[src/rtl/seg_display_mux.sv]
// Time-multiplexed 4-digit seven-segment driver with guard slots, blink timer
// and frame-boundary shadow latching of the digit/mask inputs.

module seg_digit_lane (
  input  logic       blink_on,
  input  logic [3:0] nib,
  input  logic       blank,
  input  logic       blink,
  output logic       vis,
  output logic [6:0] seg
);
  always_comb begin
    // blank wins; blink only darkens the digit during the off phase
    vis = !blank && !(blink && !blink_on);
    seg = 7'h7F;
    case (nib)
      4'h0: seg = 7'b1000000;
      4'h1: seg = 7'b1111001;
      4'h2: seg = 7'b0100100;
      4'h3: seg = 7'b0110000;
      4'h4: seg = 7'b0011001;
      4'h5: seg = 7'b0010010;
      4'h6: seg = 7'b0000010;
      4'h7: seg = 7'b1111000;
      4'h8: seg = 7'b0000000;
      4'h9: seg = 7'b0010000;
      4'hA: seg = 7'b0001000;
      4'hB: seg = 7'b0000011;
      4'hC: seg = 7'b1000110;
      4'hD: seg = 7'b0100001;
      4'hE: seg = 7'b0000110;
      4'hF: seg = 7'b0001110;
    endcase
  end
endmodule

module seg_display_mux #(
  parameter int REFRESH_DIV  = 100000,
  parameter int GUARD_CYCLES = 16,
  parameter int BLINK_DIV    = 25000000
) (
  input  logic        clk,
  input  logic        rst,
  input  logic [15:0] digits,
  input  logic [3:0]  blank_mask,
  input  logic [3:0]  blink_mask,
  output logic [3:0]  an,
  output logic [6:0]  seg
);
  localparam int ND = 4;
  localparam int CW = (REFRESH_DIV > 1) ? $clog2(REFRESH_DIV) : 1;
  localparam int BW = (BLINK_DIV > 1) ? $clog2(BLINK_DIV) : 1;
  localparam logic [CW-1:0] CNT_LAST   = CW'(REFRESH_DIV - 1);
  localparam logic [CW-1:0] GUARD      = CW'(GUARD_CYCLES);
  localparam logic [BW-1:0] BLINK_LAST = BW'(BLINK_DIV - 1);

  typedef struct packed {
    logic [ND-1:0][3:0] dig;
    logic [ND-1:0]      blank;
    logic [ND-1:0]      blink;
  } shadow_t;

  logic [CW-1:0] cnt_q, cnt_d;
  logic [1:0]    idx_q, idx_d;
  logic [BW-1:0] bcnt_q, bcnt_d;
  logic          blink_on_q, blink_on_d;
  shadow_t       sh_q, sh_d;
  logic          pend_q, pend_d;
  logic [3:0]    an_q, an_d;
  logic [6:0]    seg_q, seg_d;

  logic [ND-1:0]      lane_vis;
  logic [ND-1:0][6:0] lane_seg;

  for (genvar g = 0; g < ND; g++) begin : g_lane
    seg_digit_lane u_lane (
      .blink_on (blink_on_q),
      .nib      (sh_q.dig[g]),
      .blank    (sh_q.blank[g]),
      .blink    (sh_q.blink[g]),
      .vis      (lane_vis[g]),
      .seg      (lane_seg[g])
    );
  end

  logic slot_wrap, frame_end;

  always_comb begin
    slot_wrap  = (cnt_q == CNT_LAST);
    frame_end  = slot_wrap && (idx_q == 2'd3);

    cnt_d      = slot_wrap ? '0 : cnt_q + 1'b1;
    idx_d      = slot_wrap ? idx_q + 2'd1 : idx_q;

    bcnt_d     = (bcnt_q == BLINK_LAST) ? '0 : bcnt_q + 1'b1;
    blink_on_d = (bcnt_q == BLINK_LAST) ? !blink_on_q : blink_on_q;

    // shadow only moves at frame end (or right after reset) so a frame never tears
    sh_d   = sh_q;
    pend_d = 1'b0;
    if (pend_q || frame_end) begin
      sh_d.dig   = digits;
      sh_d.blank = blank_mask;
      sh_d.blink = blink_mask;
    end

    an_d  = 4'hF;
    seg_d = 7'h7F;
    if (cnt_q >= GUARD && lane_vis[idx_q]) begin
      an_d  = ~(4'b0001 << idx_q);
      seg_d = lane_seg[idx_q];
    end
  end

  always_ff @(posedge clk or posedge rst) begin
    if (rst) begin
      cnt_q      <= '0;
      idx_q      <= 2'd0;
      bcnt_q     <= '0;
      blink_on_q <= 1'b1;
      sh_q       <= '{dig: '0, blank: 4'hF, blink: 4'h0};
      pend_q     <= 1'b1;
      an_q       <= 4'hF;
      seg_q      <= 7'h7F;
    end else begin
      cnt_q      <= cnt_d;
      idx_q      <= idx_d;
      bcnt_q     <= bcnt_d;
      blink_on_q <= blink_on_d;
      sh_q       <= sh_d;
      pend_q     <= pend_d;
      an_q       <= an_d;
      seg_q      <= seg_d;
    end
  end

  assign an  = an_q;
  assign seg = seg_q;
endmodule
[config.mk]
export PLATFORM = sky130hd
export DESIGN_NAME = seg_display_mux
export DESIGN_NICKNAME = d
export VERILOG_FILES = /design/src/rtl/seg_display_mux.sv
export SDC_FILE = /design/constraint.sdc
export NUM_CORES = 1
export LEC_CHECK = 0
export CAP_MARGIN = 20
export CORE_MARGIN = 2
export CORE_UTILIZATION = 53
export CTS_CLUSTER_DIAMETER = 80
export DETAILED_ROUTE_END_ITERATION = 10
export HOLD_SLACK_MARGIN = 0.1
export PLACE_DENSITY = 0.87
export SYNTH_ARGS = -nofsm -noshare
export SYNTH_HDL_FRONTEND = slang
export SYNTH_SLANG_ARGS = --single-unit
[constraint.sdc]
create_clock -name clk -period 2.4 [get_ports clk]
set_input_delay 0.24 -clock clk [delete_from_list [all_inputs] [get_ports clk]]
set_output_delay 0.24 -clock clk [all_outputs]
set_load 0.01 [all_outputs]
Word-level counts from Yosys, hierarchy flattened --
Memories as Yosys holds them, arrays and structs flattened. Cells that the tools add are included.
Storage, ports and cells: word-level logic and storage cells 55, memories 4, bits in read-only memories 448, bits in registers 81, output and inout port bits 11, input bits 26
Memory list:
- (no name shown) | words 16, bits a word 7, read ports 1, clocked after Yosys merged registers in 0, wr ports 0, line 16 | case (nib)
- (no name shown) | words 16, bits a word 7, read ports 1, clocked after Yosys merged registers in 0, wr ports 0, line 16
- (no name shown) | words 16, bits a word 7, read ports 1, clocked after Yosys merged registers in 0, wr ports 0, line 16
- (no name shown) | words 16, bits a word 7, read ports 1, clocked after Yosys merged registers in 0, wr ports 0, line 16
Operators by class: bitwise gates (word level) 1, reductions and logical operators 20, multiplexer cells 8, equal/unequal tests 3, order comparisons 2, shift-type cells 1, $add $sub $neg 3
Operators with widths (number):
- $add A25 B1 Y25 const B | 1
- $eq A25 B25 Y1 const B | 1
- $mux W25 | 1
- $add A17 B1 Y17 const B | 1
- $eq A17 B17 Y1 const B | 1
- $ge A17 B5 Y1 const B | 1
- $mux W17 | 1
- $bmux W7 S2 | 1
- $mux W7 | 2
- $logic_and A1 B1 Y1 | 10
- $logic_not A1 Y1 | 9
- $mux W4 | 1
- $not A4 Y4 | 1
- $shl A1 B2 Y4 const A | 1
- $lt A2 B3 Y1 const B | 1
- $add A2 B1 Y2 const B | 1
- $bmux W1 S2 | 1
- $eq A2 B2 Y1 const B | 1
- $logic_or A1 B1 Y1 | 1
- $mux W1 | 1

Depth between registers and ports, before layout --
Gate-level depths: netlist of run 1.
depth in word-level cells 8, gate-level depth with buffers 7, gate-level depth less buffers 7

Hierarchy --
A second synthesis of run 1 with hierarchy kept.
Unflattened totals: cells, all modules 441, area total of the unflattened synthesis 4874.7 sq um
Modules (own cells, without submodules):
- seg_display_mux | cells each 305, instances 1, area an instance 3738.6 sq um
- seg_digit_lane | cells each 34, instances 4, area an instance 284.0 sq um

Worst setup path before layout of run 1 --
No wires, ideal clock.
path kind register -> register, start register cnt_q[0], end register sh_q[10] (netlist name), data arrival time 1.782 ns, setup slack 0.494 ns, period minus slack after synthesis 1.906 ns, data required time 2.275 ns, stages on the path, launching flop included 7, library setup time 0.125 ns, cells stage by stage dfrtp_1 ha_1 nand3_1 nor3_1 a21oi_1 buf_2 mux2_2
On the way: cells in the longest elaborated chain, start to end 3
RTL lines:
- from (decl) | line 63 | logic [CW-1:0] cnt_q, cnt_d;
- from (signal assigned) | line 126 | cnt_q <= cnt_d;
- $eq A17 B17 Y1 | line 89 | slot_wrap = (cnt_q == CNT_LAST);
- $logic_and A1 B1 Y1 | line 90 | frame_end = slot_wrap && (idx_q == 2'd3);
- $logic_or A1 B1 Y1 | line 101 | if (pend_q || frame_end) begin
- to (signal assigned) | line 121 | sh_q <= '{dig: '0, blank: 4'hF, blink: 4'h0};
- to (decl) | line 67 | shadow_t sh_q, sh_d;
Every way passes these cells. A chain may end at the register's enable or synchronous reset.

Final worst setup path of run 1 --
start register bcnt_q[0], end register bcnt_q[24]
On the way: cells in the longest elaborated chain, start to end 2, elaborated cells on any way between the ends 3
RTL lines:
- from (decl) | line 65 | logic [BW-1:0] bcnt_q, bcnt_d;
- from (signal assigned) | line 128 | bcnt_q <= bcnt_d;
- $add A25 B1 Y25 or $eq A25 B25 Y1 (tied branches) | line 95 | bcnt_d = (bcnt_q == BLINK_LAST) ? '0 : bcnt_q + 1'b1;
- $mux W25 (*) | line 95
- named net bcnt_d[24] | line 65
The timed path passes the listed nets; every way through them passes the cells marked *.

==> run_results.csv, run 1 <==
group,metric,value,unit
outcome,run_status,"complete, no violations",
timing,slew_viol_final,0,
logic_synthesis,synth_cells,447,
timing,setup_violations,0,
cts,cts_max_path_buffers,2,
layout,final_nets,538,
timing,post-route-period-util,0.860,
cts,cts_resized,0,
worst_setup_path,worst-setup-path-type,"reg2reg",
floorplanning,core-area,8590,µm²
routing,first_iter_violations,178,
floorplanning,dieWidth,97.3,µm
routing,wl,9180,µm
placed_design,gp_congestion,0.862,
timing,grt_setup_unrepaired,"false",
global_route,grt_usage,0.207,
global_route,grt_overflow,0,
power,power.density,570,nW/µm²
global_route,grt_pass1_wl,16000,µm
worst_setup_path,cp.arrival,2.31,ns
placed_design,hpwlAfterDp,6540,µm
placed_design,pre_cts_slack,0.370,ns
placed_design,port_buffers,36,
layout,drive_above_1_share,0.175,
cts,post_cts.repair.setup_buffers,0,
worst_setup_path,path_max_fanout,8,
cts,cts_made_buffers,9,
logic_synthesis,ys_seq_area_frac,0.444,
routing,drc,0,
worst_hold_path,min_path_type,"in2async",
worst_setup_path,r2r_slack,0.34,ns
global_route,grt_pass1_vias,3368,
timing,timing.fmax,485,MHz
timing,slew_headroom,0.564,
logic_synthesis,syn-cell-area,4620,µm²
routing,ant_nets,0,
routing,viasPerCell,5.71,
global_route,grt_max_degree,67,
timing,fin_tns_setup,0,ns
floorplanning,dieArea,9470,µm²
floorplanning,die_h,97.3,µm
cts,cts_root_buf,"clkbuf_8",
timing,period_needed,2.06,ns
logic_synthesis,ys.flop_type,"dfrtp_1",
cts,hold_buffers,0,
cts,clkTransAtPathRegs,0.09,ns
cts,clkLatencyLatePin,0.36,ns
power,p_total,3.02,mW
power,peakVddDrop,285,µV
routing,wl_per_cell,15.5,µm
layout,area_delta_synth_final,14.8,%
power,leakage,2.27,nW
logic_synthesis,synthArstFlopShare,1.00,
global_route,antenna_found_initial,0,
logic_synthesis,synth-seq-cells,81,
timing,hold_violations,0,
timing,whs,0.168,ns
cts,cts.htree.levels,3,
routing,vias,3392,
timing,worst_pin_slew,0.650,ns
worst_setup_path,cp.required,2.65,ns
routing,first_pass_iters,4,
logic_synthesis,syn_area_per_cell,10.3,µm²
timing,setup_ws,0.337,ns
timing,skew,0.0120,ns
logic_synthesis,yosysWarnings,0,
floorplanning,top_level_ports,37,
floorplanning,rows,34,
layout,diodes,0,
worst_setup_path,startpoint_type,"flop",
logic_synthesis,yosysUniqueCellTypes,52,
logic_synthesis,syn_nets,504,
worst_setup_path,cp-end-kind,"flop",
cts,cts_tree,"done",
logic_synthesis,synth_edf_count,0,
job,maxCapViolations,0,
cts,cts_num_sinks,81,
floorplanning,initial_core_util,0.537,
-- cells by family (layout without fill, tap and decap cells) --
group	Yosys count	count (layout)	synth area share
multiplexers	43	43	0.110
flip-flops	81	81	0.444
adder cells (fa/ha/maj)	31	31	0.0840
AO/OA/AOI/OAI	65	65	0.0922
AND/OR/NAND/NOR	148	148	0.163
XOR/XNOR	36	36	0.0683
buffers and inverters	42	81	0.0374
other	1	1	0.000812
-- cell type report --
class                           instances  area [µm²]
Sequential cell                        81        2050
Inverter                               23        86.3
Timing Repair Buffer                   42         418
Clock inverter                          7        87.6
Tap cell                              108         135
Fill cell                             653        3300
Clock buffer                            9         124
Multi-Input combinational cell        324        2400
-- sequential cells by signal, summed over array words and instances, names as in the netlist --
register,count
bcnt_q,25
sh_q,24
cnt_q,17
seg,7
an,4
idx_q,2
blink_on_q,1
pend_q,1
-- cell usage after synthesis, drive strengths merged (2+ instances only) --
master  number  share of area
o211ai       4         0.0065
nor2b        4         0.0054
nand4        7          0.011
and3         3         0.0041
clkbuf      13          0.011
a221o        2         0.0043
mux4         3          0.015
nand2       33          0.027
a32oi        5         0.0095
nor4b        2         0.0038
o21ai       23          0.025
buf          6         0.0081
nand3       21          0.023
or3b         3         0.0057
a211oi       5         0.0081
nor4         3         0.0073
a22oi        5         0.0081
or3          3         0.0041
xor2        16          0.030
nor3        13          0.015
mux2i        8          0.017
dfrtp       64           0.35
nand2b       5         0.0068
nand3b       2         0.0033
dfstp       17          0.097
a21oi        8         0.0087
xnor2       20          0.038
ha          31          0.084
nor2        41          0.033
and4         3         0.0057
a221oi       2         0.0038
or4          3         0.0057
mux2        32          0.078
inv         22          0.018
o311ai       2         0.0038
a31oi        4         0.0054
-- worst max-delay path, stage by stage (launching register included) --
cell     delay (ns)
dfrtp_1        0.40
ha_1           0.23
inv_1          0.06
or4_1          0.67
nor3_1         0.37
xnor2_1        0.17
nor2_1         0.06
-- per-stage QoR --
step	util	std cells	cell area, µm²
finish	0.616	594	5300
global route	0.616	594	5300
CTS	0.616	594	5300
detailed placement	0.592	578	5090
global placement	0.592	578	5090
floorplan	-	447	4620
-- power by group --
part | switching, mW | internal (mW) | leakage [nW]
Sequential | 0.0884 | 1.44 | 0.998
Combinational | 0.203 | 0.235 | 1.17
Clock | 0.552 | 0.504 | 0.108
Total | 0.844 | 2.17 | 2.27
-- path summary, 6_finish.rpt --
| check | depth (start not counted) | to | start |
|---|---|---|---|
| worst max register to register | 6 | bcnt_q[24]$_DFF_PP0_ | bcnt_q[0]$_DFF_PP0_ |
| worst min-delay path | 2 | bcnt_q[11]$_DFF_PP0_ | rst |
| min in group clk | 2 | sh_q[9]$_DFFE_PP0P_ | digits[1] |
| worst min register to register | 1 | bcnt_q[0]$_DFF_PP0_ | bcnt_q[0]$_DFF_PP0_ |
| max in group asynchronous | 3 | an[3]$_DFF_PP1_ | rst |
| worst max-delay path | 6 | bcnt_q[24]$_DFF_PP0_ | bcnt_q[0]$_DFF_PP0_ |
-- per-layer routing --
layer / routed length [µm] / part of all wire / global-route usage / vias to the layer above
met5: 0 / 0 / 0 / -
met4: 122 / 0.013 / 0.0705 / 0
li1: - / - / - / 1634
met2: 4670 / 0.51 / 0.346 / 83
met1: 4010 / 0.44 / 0.276 / 1662
met3: 379 / 0.041 / 0.0324 / 13
-- cell usage in the layout (no fill, tap or decap), types with 16 or more instances in the layout --
| cell type | count |
|---|---|
| mux2_2 | 32 |
| clkdlybuf4s50_1 | 36 |
| xnor2_1 | 20 |
| nand3_1 | 21 |
| ha_1 | 31 |
| nand2_1 | 33 |
| xor2_1 | 16 |
| nor2_1 | 41 |
| dfstp_2 | 17 |
| inv_1 | 21 |
| o21ai_0 | 23 |
| dfrtp_1 | 64 |
Power figures use the tool's default switching activity.
==> run 2: changes to the inputs <==
--- a/config.mk
+++ b/config.mk
@@ -11,7 +11,7 @@
 export CTS_CLUSTER_DIAMETER = 80
 export DETAILED_ROUTE_END_ITERATION = 10
 export HOLD_SLACK_MARGIN = 0.1
-export PLACE_DENSITY = 0.87
+export PLACE_DENSITY_LB_ADDON = 0.08
 export SYNTH_ARGS = -nofsm -noshare
 export SYNTH_HDL_FRONTEND = slang
 export SYNTH_SLANG_ARGS = --single-unit
==> run_results.csv, run 2 (synthesized netlist as in run 1, its figures left out) <==
group,metric,value,unit
layout,layout_commonest_cell,"dfrtp_1",
global_route,grt_overflow,0,
routing,wl,8700,µm
floorplanning,initial_core_util,0.537,
layout,final_area,5280,µm²
routing,first_iter_violations,115,
layout,final_cell_mix,"dfrtp_1 (64), nor2_1 (41), clkdlybuf4s50_1 (36)",
placed_design,hpwlAfterDp,6230,µm
floorplanning,core-area,8590,µm²
worst_setup_path,max_stage_delay,0.67,ns
floorplanning,top_level_ports,37,
cts,post_cts.repair.setup_buffers,0,
worst_setup_path,r2r-end,"bcnt_q[22]$_DFF_PP0_",
worst_setup_path,r2r-start,"bcnt_q[0]$_DFF_PP0_",
layout,reg_top3,"bcnt_q: 25 flops, sh_q: 24 flops, cnt_q: 17 flops",
floorplanning,dieWidth,97.3,µm
worst_setup_path,cp_slowest_cell,"or4_1",
cts,cts_resized,0,
timing,period_needed,2.06,ns
worst_setup_path,crit_family,"simple AND/OR/NAND/NOR gates",
routing,ant_nets,0,
timing,whs,0.255,ns
routing,viasPerCell,5.62,
worst_setup_path,r2r_slack,0.34,ns
worst_setup_path,cp-end-kind,"flop",
global_route,grt_pass1_wl,15200,µm
cts,hold_buffers,0,
worst_setup_path,startpoint_type,"flop",
routing,first_pass_iters,5,
worst_setup_path,critPathBufInv,1,
cts,cts_max_path_buffers,2,
layout,nFillCells,730,
timing,slew_headroom,0.493,
layout,area_delta_synth_final,14.4,%
global_route,antenna_found_initial,0,
power,peakVddDrop,282,µV
cts,cts_root_buf,"clkbuf_8",
cts,cts_tree,"done",
power,power.density,545,nW/µm²
worst_hold_path,min_path_type,"in2async",
worst_setup_path,cp.arrival,2.30,ns
cts,cts_made_buffers,9,
floorplanning,die_h,97.3,µm
worst_setup_path,cp-startpoint,"bcnt_q[0]$_DFF_PP0_",
outcome,run_status,"complete, no violations",
cts,clkLatencyLatePin,0.35,ns
cts,cts_num_sinks,81,
layout,diodes,0,
floorplanning,rows,34,
placed_design,gp_congestion,0.782,
timing,fin_tns_setup,0,ns
routing,vias,3354,
timing,grt_setup_unrepaired,"false",
timing,worst_pin_slew,0.754,ns
placed_design,postPlaceCellArea,5100,µm²
layout,largest_register_ffs,25,
routing,drc,0,
job,maxCapViolations,0,
worst_setup_path,cp.required,2.64,ns
cts,clkTransAtPathRegs,0.09,ns
timing,skew,0.0102,ns
layout,drive_above_1_share,0.180,
timing,post-route-period-util,0.860,
layout,final_nets,541,
worst_setup_path,path_max_fanout,8,
timing,slew_viol_final,0,
timing,timing.fmax,485,MHz
global_route,grt_pass1_vias,3253,
worst_setup_path,crit_chain,"ha_1 > inv_1 > or4_1 > nor2_1 > a211oi_1 > a31o_2",
worst_setup_path,cp_num_cells,6,
global_route,grt_usage,0.197,
power,leakage,2.26,nW
placed_design,port_buffers,36,
worst_setup_path,reg2reg_depth,6,
routing,wl_per_cell,14.6,µm
global_route,grt_max_degree,58,
worst_setup_path,worst-setup-path-type,"reg2reg",
floorplanning,dieArea,9470,µm²
timing,setup_violations,0,
cts,cts.htree.levels,3,
timing,hold_violations,0,
layout,top_register,"bcnt_q",
worst_setup_path,crit_path_end,"bcnt_q[22]$_DFF_PP0_",
## run 2: changes by cell type in the layout (fill, tap and decap cells not counted)
cell | before | now
buf_12 | 1 | 0
inv_8 | 2 | 0
bufinv_16 | 1 | 0
inv_6 | 1 | 2
clkinvlp_4 | 0 | 3
clkbuf_8 | 9 | 10
clkinv_4 | 3 | 1
buf_4 | 5 | 9
## run 2: worst min-delay path, stage by stage
cell and delay, ns:
clkdlybuf4s50_1 0.41, inv_2 0.06, buf_4 0.30
## run 2: power breakdown
part / switching [mW] / leakage, nW / total, mW / internal, mW
clock: 0.517 / 0.0855 / 0.930 / 0.413
sequential: 0.0868 / 0.998 / 1.52 / 1.44
combinational: 0.195 / 1.18 / 0.429 / 0.234
## run 2: metrics by stage
stage	setup WS (ns)	std cells	util	power [mW]
3_3_place_gp	0.444	581	0.593	1.97
5_1_grt	0.184	597	0.615	3.04
6_report	0.337	597	0.615	2.88
2_1_floorplan	0.108	447	-	1.83
3_5_place_dp	0.372	581	0.593	1.98
4_1_cts	0.358	597	0.615	2.92
## run 2: layout make-up
type | instances | area [µm²] | area share
Inverter | 23 | 86.3 | 0.0163
Sequential cell | 81 | 2050 | 0.388
Clock inverter | 6 | 48.8 | 0.00924
Timing Repair Buffer | 45 | 428 | 0.0810
Clock buffer | 10 | 138 | 0.0261
Multi-Input combinational cell | 324 | 2400 | 0.454
Tap cell | 108 | 135 | 0.0256
## run 2: metal layers
layer / track usage / wire [µm]
met1: 0.267 / 3990
met2: 0.321 / 4300
met3: 0.0388 / 263
met4: 0.0662 / 150
met5: 0 / 0
## run 2: how the worst min path moves through the flow
stage                   startpoint                   end  slack (ns)  cells past startpoint
6_report                       rst  bcnt_q[19]$_DFF_PP0_        0.26                      3
5_1_grt                        rst  bcnt_q[19]$_DFF_PP0_        0.30                      3
4_1_cts                        rst  bcnt_q[19]$_DFF_PP0_        0.25                      3
3_5_place_dp   bcnt_q[0]$_DFF_PP0_   bcnt_q[0]$_DFF_PP0_        0.48                      1
3_3_place_gp   bcnt_q[0]$_DFF_PP0_   bcnt_q[0]$_DFF_PP0_        0.46                      1
2_1_floorplan        blink_mask[0]   sh_q[0]$_DFFE_PP0P_        0.39                      1
